File: config.mk
export PLATFORM = sky130hd
export DESIGN_NAME = cmplx_mult_seq
export DESIGN_NICKNAME = d
export VERILOG_FILES = /design/src/rtl/cmplx_mult_seq_pkg.sv /design/src/rtl/signed_mult.sv /design/src/rtl/cmplx_mult_seq.sv
export SDC_FILE = /design/constraint.sdc
export NUM_CORES = 1
export LEC_CHECK = 0
export ABC_AREA = 1
export BUFFER_PORTS_ARGS = -buffer_cell sky130_fd_sc_hd__buf_2
export CORE_MARGIN = 2
export CORE_UTILIZATION = 50
export DETAILED_ROUTE_END_ITERATION = 8
export GPL_ROUTABILITY_DRIVEN = 0
export PLACE_DENSITY_LB_ADDON = 0.05
export SETUP_SLACK_MARGIN = 0.5
export SLEW_MARGIN = 20
export SYNTH_ARGS = -nofsm -noshare
export SYNTH_HDL_FRONTEND = slang
export SYNTH_SLANG_ARGS = --single-unit
File: constraint.sdc
create_clock -name clk -period 12.5 [get_ports clk]
set_input_delay 2.5 -clock clk [delete_from_list [all_inputs] [get_ports clk]]
set_output_delay 2.5 -clock clk [all_outputs]
set_load 0.03 [all_outputs]
File: src/rtl/cmplx_mult_seq_pkg.sv
// Shared definitions for the sequential complex multiplier: FSM states,
// multiplier step encoding and the result width rule.
package cmplx_mult_seq_pkg;

   typedef enum logic [1:0] {
      IDLE = 2'd0,
      MUL  = 2'd1,
      DONE = 2'd2
   } state_t;

   typedef logic [1:0] step_t;

   // One partial product per step, in issue order
   localparam step_t STEP_RR = 2'd0;  // ar*br, added to re
   localparam step_t STEP_II = 2'd1;  // ai*bi, subtracted from re
   localparam step_t STEP_RI = 2'd2;  // ar*bi, added to im
   localparam step_t STEP_IR = 2'd3;  // ai*br, added to im

   function automatic int res_width(input int dwidth);
      return 2 * dwidth + 1;
   endfunction

endpackage

File: src/rtl/signed_mult.sv
// Combinational signed multiplier: full-precision product of two
// DWIDTH-bit two's-complement operands.
module signed_mult #(
   parameter int DWIDTH = 8
) (
   input  logic signed [DWIDTH-1:0]   a,
   input  logic signed [DWIDTH-1:0]   b,
   output logic signed [2*DWIDTH-1:0] p
);

   localparam int PW = 2 * DWIDTH;

   assign p = PW'(a) * PW'(b);

endmodule

File: src/rtl/cmplx_mult_seq.sv
// Sequential complex multiplier: one shared signed multiplier, four steps per
// result. Define CMPLX_MULT_SEQ_PIPE_EN to register the product before accumulation.
module cmplx_mult_seq
   import cmplx_mult_seq_pkg::*;
#(
   parameter int DWIDTH = 8
) (
   input  logic                                   clk,
   input  logic                                   rst,
   input  logic                                   op_val,
   output logic                                   op_rdy,
   input  logic signed [DWIDTH-1:0]               ar,
   input  logic signed [DWIDTH-1:0]               ai,
   input  logic signed [DWIDTH-1:0]               br,
   input  logic signed [DWIDTH-1:0]               bi,
   output logic                                   res_val,
   input  logic                                   res_rdy,
   output logic signed [res_width(DWIDTH)-1:0]    re,
   output logic signed [res_width(DWIDTH)-1:0]    im,
   output logic                                   busy
);

   localparam int PW = 2 * DWIDTH;
   localparam int RW = res_width(DWIDTH);

   state_t                   state_q;
   state_t                   state_d;
   step_t                    step_q;
   logic signed [DWIDTH-1:0] ar_q;
   logic signed [DWIDTH-1:0] ai_q;
   logic signed [DWIDTH-1:0] br_q;
   logic signed [DWIDTH-1:0] bi_q;
   logic signed [RW-1:0]     re_acc;
   logic signed [RW-1:0]     im_acc;

   logic signed [DWIDTH-1:0] mul_a;
   logic signed [DWIDTH-1:0] mul_b;
   logic signed [PW-1:0]     prod_p0;
   logic signed [PW-1:0]     acc_prod;
   step_t                    acc_step;
   logic                     acc_en;
   logic                     step_adv;
   logic                     mul_done;
   logic                     accept;

   function automatic logic signed [RW-1:0] sext_prod(input logic signed [PW-1:0] p);
      return {p[PW-1], p};
   endfunction

   assign accept = op_val && op_rdy;

   always_ff @(posedge clk or posedge rst) begin
      if (rst) begin
         state_q <= IDLE;
      end else begin
         state_q <= state_d;
      end
   end

   always_comb begin
      state_d = state_q;
      op_rdy  = 1'b0;
      res_val = 1'b0;
      busy    = 1'b1;
      case (state_q)
         IDLE: begin
            op_rdy = 1'b1;
            busy   = 1'b0;
            if (op_val) state_d = MUL;
         end
         MUL: begin
            if (mul_done) state_d = DONE;
         end
         DONE: begin
            res_val = 1'b1;
            if (res_rdy) state_d = IDLE;
         end
         default: state_d = IDLE;
      endcase
   end

   // ---- stage p0: step-selected operands into the shared multiplier ----
   always_comb begin
      mul_a = ar_q;
      mul_b = br_q;
      case (step_q)
         STEP_RR: begin mul_a = ar_q; mul_b = br_q; end
         STEP_II: begin mul_a = ai_q; mul_b = bi_q; end
         STEP_RI: begin mul_a = ar_q; mul_b = bi_q; end
         STEP_IR: begin mul_a = ai_q; mul_b = br_q; end
         default: ;
      endcase
   end

   signed_mult #(.DWIDTH(DWIDTH)) u_mult (
      .a (mul_a),
      .b (mul_b),
      .p (prod_p0)
   );

`ifdef CMPLX_MULT_SEQ_PIPE_EN
   // ---- stage p1: registered product; one extra drain cycle ends MUL ----
   logic signed [PW-1:0] prod_p1;
   step_t                step_p1;
   logic                 vld_p1;
   logic                 drain_q;

   always_ff @(posedge clk or posedge rst) begin
      if (rst) begin
         prod_p1 <= '0;
         step_p1 <= STEP_RR;
         vld_p1  <= 1'b0;
         drain_q <= 1'b0;
      end else if (accept) begin
         vld_p1  <= 1'b0;
         drain_q <= 1'b0;
      end else if (state_q == MUL) begin
         if (drain_q) begin
            vld_p1 <= 1'b0;
         end else begin
            prod_p1 <= prod_p0;
            step_p1 <= step_q;
            vld_p1  <= 1'b1;
            drain_q <= (step_q == STEP_IR);
         end
      end
   end

   assign acc_en   = (state_q == MUL) && vld_p1;
   assign acc_step = step_p1;
   assign acc_prod = prod_p1;
   assign step_adv = (state_q == MUL) && !drain_q;
   assign mul_done = drain_q;
`else
   assign acc_en   = (state_q == MUL);
   assign acc_step = step_q;
   assign acc_prod = prod_p0;
   assign step_adv = (state_q == MUL);
   assign mul_done = (step_q == STEP_IR);
`endif

   // ---- accumulate: operand capture, step sequencing, re/im update ----
   always_ff @(posedge clk or posedge rst) begin
      if (rst) begin
         ar_q   <= '0;
         ai_q   <= '0;
         br_q   <= '0;
         bi_q   <= '0;
         re_acc <= '0;
         im_acc <= '0;
         step_q <= STEP_RR;
      end else if (accept) begin
         ar_q   <= ar;
         ai_q   <= ai;
         br_q   <= br;
         bi_q   <= bi;
         re_acc <= '0;
         im_acc <= '0;
         step_q <= STEP_RR;
      end else begin
         if (step_adv) step_q <= step_q + 2'd1;
         if (acc_en) begin
            case (acc_step)
               STEP_RR:          re_acc <= re_acc + sext_prod(acc_prod);
               STEP_II:          re_acc <= re_acc - sext_prod(acc_prod);
               STEP_RI, STEP_IR: im_acc <= im_acc + sext_prod(acc_prod);
               default: ;
            endcase
         end
      end
   end

   assign re = re_acc;
   assign im = im_acc;

endmodule
==> impl_metrics.json, run 1 <==
{
  "rsz0062_at_grt": "false",
  "worst-path-buf-inv": 9,
  "post_cts_buffers": 0,
  "crit_path_max_fanout": 16,
  "startpoint_type": "register",
  "drc": 0,
  "postSynthAreaPerCell_sq_um": 7.26,
  "holdPathStages": 2,
  "nets": 1272,
  "final_area_sq_um": 8390,
  "postSynthCellCount": 1042,
  "syn2layout_area_growth_pct": 10.9,
  "grt_max_degree": 71,
  "start_util_pct": 51.7,
  "wl_met3_microns": 708,
  "arrival_ns": 7.56,
  "htree_levels": 3,
  "synth-edff-count": 0,
  "cpPeakStageDelay_ns": 0.71,
  "placed_area_sq_um": 8120,
  "reg2reg_depth": 35,
  "fp.dieH_microns": 127,
  "finalSetupViolCount": 0,
  "slew_headroom_pct": 39.7,
  "grt_pass1_wl_microns": 30200,
  "root_buffer": "clkbuf_16",
  "crit_type": "register to register",
  "whs_endpoint": "ar_q[7]",
  "grt.total_usage_pct": 23.4,
  "max_freq_ghz": 0.136,
  "status": "complete, no violations",
  "ys_seq_area_share_pct": 23.2,
  "cts_resized": 0,
  "design.core.area_sq_um": 14600,
  "r2r-start": "acc_step[1]",
  "crit_path_end_kind": "register",
  "dp_cells": 1287,
  "yosys.area.top_type": "dfrtp_1",
  "insertion_delay_ns": 0.35,
  "skew_ns": 0.00699,
  "hold_buffers": 0,
  "cp.required_ns": 12.73,
  "clkTransAtPathRegs_ns": 0.06,
  "timing.final.ws_setup_ns": 5.17,
  "min_from": "ar_q[7]",
  "finalHoldViolations": 0,
  "fin_setup_tns_ns": 0,
  "cts_made_buffers": 9,
  "ant_nets": 0,
  "met1Wirelength_microns": 9140,
  "synth_fp_nets": 1200,
  "ys.flop_type": "dfrtp_1",
  "crit_top_cell": "inv_1",
  "min_path_type": "register to register",
  "wl_per_cell_microns": 13.6,
  "grt_pass1_vias": 6199,
  "met2WireLength_microns": 7730,
  "io_pins": 73,
  "numClockSinks": 70,
  "via_per_inst": 4.91,
  "dieWidth_microns": 127,
  "cts_buffer_depth": 2,
  "diodes": 0,
  "reg2reg_slack_ns": 5.17,
  "drv_cap": 0,
  "top_layer": "met4",
  "ys_types": 45,
  "fin_crit_ns": 7.33,
  "period_share_pct": 58.7,
  "netlist_area_sq_um": 7570,
  "synth_top_area_share_pct": 23.2,
  "dieArea_sq_um": 16100,
  "yosys_warnings": 0,
  "io_buffers": 72,
  "vias": 6398,
  "dp_hpwl_microns": 14600,
  "cpMaxStageDelayCell": "fa_1",
  "rr_endpoint": "re[16]",
  "drt-initial-drc-count": 332,
  "drt_wl_total_microns": 17800,
  "place_ws_ns": 5.16,
  "worstMarginPinSlew_ns": 0.904,
  "synth_area_leaders": "dfrtp_1 23%, fa_1 15%, nand2_1 13%, ha_1 11%, inv_1 11%",
  "antenna_found_initial": 0,
  "fillers": 1418,
  "overflow": 0,
  "ys_async_sr_fraction_pct": 100,
  "rows": 44,
  "drv_slew": 0,
  "drtPass1Iterations": 5,
  "layout-drive-gt1-share_pct": 12.2,
  "cts_tree": "done",
  "fin_cells": 1303,
  "cp_top_family": "adder cells",
  "ys_ff_latch": 70
}
[registers in the layout, indices dropped and copies added, names as in the netlist]
name,cells
br_q,8
im,17
ar_q,8
ai_q,8
bi_q,8
state_q,2
acc_step,2
re,17
[per-layer routing]
layer,track usage (%),up-vias
met5,0,-
met4,5.04,0
met3,3.85,13
met2,36.6,114
met1,34.6,2913
li1,-,3358
[worst max path at each step]
stage / from / endpoint / slack [ns] / cells after the start
finish: acc_step[1] / re[16] / 5.17 / 35
global route: acc_step[1] / re[16] / 4.43 / 35
CTS: acc_step[1] / re[16] / 5.14 / 35
detailed placement: acc_step[1] / re[16] / 5.16 / 35
global placement: acc_step[0] / re[16] / 5.37 / 38
floorplan: acc_step[0] / re[16] / 6.06 / 35
[cell usage in the layout, fill, tap and decap left out, drive strengths merged]
cell	Yosys	routed
o221ai	1	1
nand3	42	42
clkinvlp	0	2
nor3	4	4
nor2	101	101
o211a	1	1
clkinv	2	4
xor2	18	18
o31ai	4	4
clkbuf	10	10
xnor2	12	12
a21oi	41	41
inv	219	221
a211oi	1	1
buf	3	74
o22ai	4	4
a22o	2	2
nand2	283	283
a31oi	2	2
nand4	10	10
o21ai	73	73
ha	65	65
a32o	4	4
o21bai	3	3
dfrtp	70	70
o21a	3	3
fa	57	57
nand2b	1	1
a31o	1	1
a21o	1	1
or2	2	2
nand3b	1	1
a21boi	1	1
[layout make-up]
class / count / area, sq um / area share, %
Timing Repair Buffer: 74 / 375 / 4.47
Clock inverter: 6 / 46.3 / 0.552
Inverter: 221 / 830 / 9.88
Clock buffer: 10 / 229 / 2.73
Multi-Input combinational cell: 738 / 4930 / 58.8
Tap cell: 184 / 230 / 2.74
Sequential cell: 70 / 1750 / 20.9
[tightest hold or removal path, stage by stage (launching register included)]
cell and delay (ns):
dfrtp_1 0.34, nand2_1 0.05, nand2_1 0.05
[cells by family after synthesis]
family | count (synthesis) | synth area share [%]
compound gates | 142 | 10.7
xor+xnor | 30 | 3.47
fa+ha+maj | 122 | 25.8
buf+inv | 234 | 11.7
flops | 70 | 23.2
simple gates | 444 | 25.2
[cell usage after synthesis (2+ instances only)]
cell      instances
a21oi_1          40
a22o_1            2
a31oi_1           2
a32o_1            4
buf_2             3
clkbuf_1          9
clkinv_1          2
dfrtp_1          70
fa_1             57
ha_1             65
inv_1           215
inv_2             4
nand2_1         265
nand2_2          15
nand2_4           3
nand3_1          36
nand3_2           5
nand4_1           9
nor2_1           92
nor2_2            7
nor2_4            2
nor3_1            3
o21a_1            3
o21ai_0          61
o21ai_1           9
o21ai_2           3
o21bai_1          3
o22ai_1           4
o31ai_1           4
or2_2             2
xnor2_1          12
xor2_1           18
[metrics by stage]
step	utilization, %	hold WS (ns)
2_1_floorplan	-	0.449
3_3_place_gp	55.4	0.464
3_5_place_dp	55.4	0.466
4_1_cts	57.3	0.484
5_1_grt	57.3	0.502
6_report	57.3	0.478
Power of run 1 is not shown: default switching activity piles up to over one toggle a cycle in this logic, so the estimate is an artifact.
==> run 2: changes to the inputs <==
- ABC_AREA: 1 -> 0
- clock period: 12.5 -> 7.65 ns (I/O delays scaled with it)
==> run 2 against run 1 <==
  * Critical path depth shrank 7
  * Worst hold slack gained 0.016 ns
  * Area after synthesis shrank 5.8%
  * Routed wire length grew 1.4%
  * Largest cell class unchanged
==> impl_metrics.json, run 2 <==
{
  "status": "complete, no violations",
  "finalHoldViolations": 0,
  "numClockSinks": 70,
  "ant_nets": 0,
  "cpMaxStageDelayCell": "fa_1",
  "worstMarginPinSlew_ns": 0.926,
  "final_cell_mix": "106 x inv_1, 72 x buf_2, 68 x dfrtp_1",
  "drc": 0,
  "clkTransAtPathRegs_ns": 0.05,
  "min_path_type": "register to register",
  "dieWidth_microns": 123,
  "final_common_cell": "inv_1",
  "postSynthCellCount": 771,
  "crit_path_max_fanout": 6,
  "grt.total_usage_pct": 25.1,
  "insertion_delay_ns": 0.34,
  "via_per_inst": 5.36,
  "synth-edff-count": 0,
  "fin_cells": 1090,
  "grt_pass1_wl_microns": 29700,
  "slew_headroom_pct": 38.3,
  "postSynthAreaPerCell_sq_um": 9.25,
  "cpPeakStageDelay_ns": 0.56,
  "fillers": 1154,
  "cp.required_ns": 7.91,
  "register_area_sq_um": 1750,
  "drv_slew": 0,
  "dp_cells": 1028,
  "yosysMostFrequentCell": "inv_1",
  "fin_setup_tns_ns": 0,
  "crit_path_end_kind": "register",
  "crit_top_cell": "fa_1",
  "dieArea_sq_um": 15200,
  "yosys.area.top_type": "dfrtp_1",
  "arrival_ns": 7.52,
  "layout-drive-gt1-share_pct": 30.5,
  "synth_fp_nets": 929,
  "grt_max_degree": 71,
  "netlist_top_cells_count": "114 x inv_1, 71 x nor2_1, 70 x dfrtp_1, 65 x ha_1, 57 x fa_1",
  "overflow": 0,
  "skew_ns": 0.00790,
  "ys_async_sr_fraction_pct": 100,
  "io_pins": 73,
  "diodes": 0,
  "cts_made_buffers": 9,
  "ys_ff_latch": 70,
  "ys_seq_area_share_pct": 24.6,
  "drt-initial-drc-count": 179,
  "start_util_pct": 51.4,
  "drtPass1Iterations": 4,
  "synth_top_area_share_pct": 24.6,
  "period_share_pct": 95.0,
  "cp_top_family": "adder cells",
  "antenna_found_initial": 0,
  "nets": 1063,
  "grt_pass1_vias": 6179,
  "rows": 43,
  "cts_tree": "done",
  "dp_hpwl_microns": 13600,
  "crit_type": "register to register",
  "fp.dieH_microns": 123,
  "yosys_warnings": 0,
  "design.core.area_sq_um": 13900,
  "vias": 5837,
  "multiInputGateArea_sq_um": 5360,
  "netlist_area_sq_um": 7130,
  "cts_buffer_depth": 2,
  "max_freq_ghz": 0.138,
  "root_buffer": "clkbuf_16",
  "worst-path-buf-inv": 7,
  "wl_per_cell_microns": 16.5,
  "synth_area_leaders": "dfrtp_1 25%, fa_1 16%, ha_1 11%, inv_1 6.0%, mux2_2 5.2%",
  "ys_types": 58,
  "drv_cap": 0,
  "drt_wl_total_microns": 18000,
  "io_buffers": 72,
  "syn2layout_area_growth_pct": 26.0,
  "startpoint_type": "register",
  "finalSetupViolCount": 0,
  "fin_crit_ns": 7.27,
  "rsz0062_at_grt": "true",
  "htree_levels": 3,
  "ys.flop_type": "dfrtp_1"
}
run 2: path summary, 6_finish.rpt:
check | slack [ns] | from | end | cells past startpoint
max in group asynchronous | 5.52 | rst | acc_step[1] | 3
min reg2reg | 0.49 | re[16] | re[16] | 1
max | 0.38 | acc_step[0] | re[16] | 28
max reg2reg | 0.38 | acc_step[0] | re[16] | 28
min in group asynchronous | 1.47 | rst | re[6] | 3
min | 0.49 | re[16] | re[16] | 1
run 2: worst register-to-register path, delay by kind of cell (launching register included):
| family | cells | cell delay [ns] |
|---|---|---|
| AND/OR/NAND/NOR | 5 | 1.29 |
| flip-flops | 1 | 0.43 |
| adder cells (fa/ha/maj) | 7 | 2.61 |
| AO/OA/AOI/OAI | 5 | 1.15 |
| multiplexers | 3 | 0.63 |
| buffers and inverters | 7 | 0.75 |
| XOR/XNOR | 1 | 0.30 |
run 2: repair_timing:
| item | CTS | global route |
|---|---|---|
| setup endpoints to repair | 8 | 9 |
| buffers inserted | 36 | 10 |
| pin swaps | 34 | 15 |
| resized for setup | 50 | 23 |
| hold buffers | 0 | 0 |
| cloned | 0 | 0 |
run 2: layer usage:
layer	part of all wire [%]	GRT usage, %
met1	41	30.3
met3	3.6	3.51
met4	3.7	11.6
met5	0	0
met2	52	44.2
run 2: per-stage QoR:
stage | hold WS [ns] | utilization (%) | instance area [sq um] | worst slack, ns
2_1_floorplan | 0.467 | - | 7270 | 0.434
3_5_place_dp | 0.496 | 57.3 | 7950 | 0.0791
3_3_place_gp | 0.481 | 57.3 | 7950 | 0.240
6_report | 0.495 | 64.7 | 8980 | 0.384
5_1_grt | 0.511 | 64.7 | 8980 | 0.183
4_1_cts | 0.509 | 63.5 | 8810 | 0.450
run 2: area by class of cell:
type	count	area share [%]
inverter	114	4.76
sequential	70	19.5
tap	180	2.51
timing repair buffer	136	9.94
multi-input combinational	574	59.7
clock buffer	9	2.51
clock inverter	7	1.10
run 2: cells by family (layout without fill, tap and decap cells):
kind of cell	count (synthesis)	count (layout)	synth area share [%]
buf+inv	127	266	6.71
compound gates	140	140	12.7
mux	54	54	8.16
xor+xnor	52	52	6.58
simple gates	206	206	13.8
fa+ha+maj	122	122	27.4
flops	70	70	24.6
Power of run 2 is left out for the same reason.
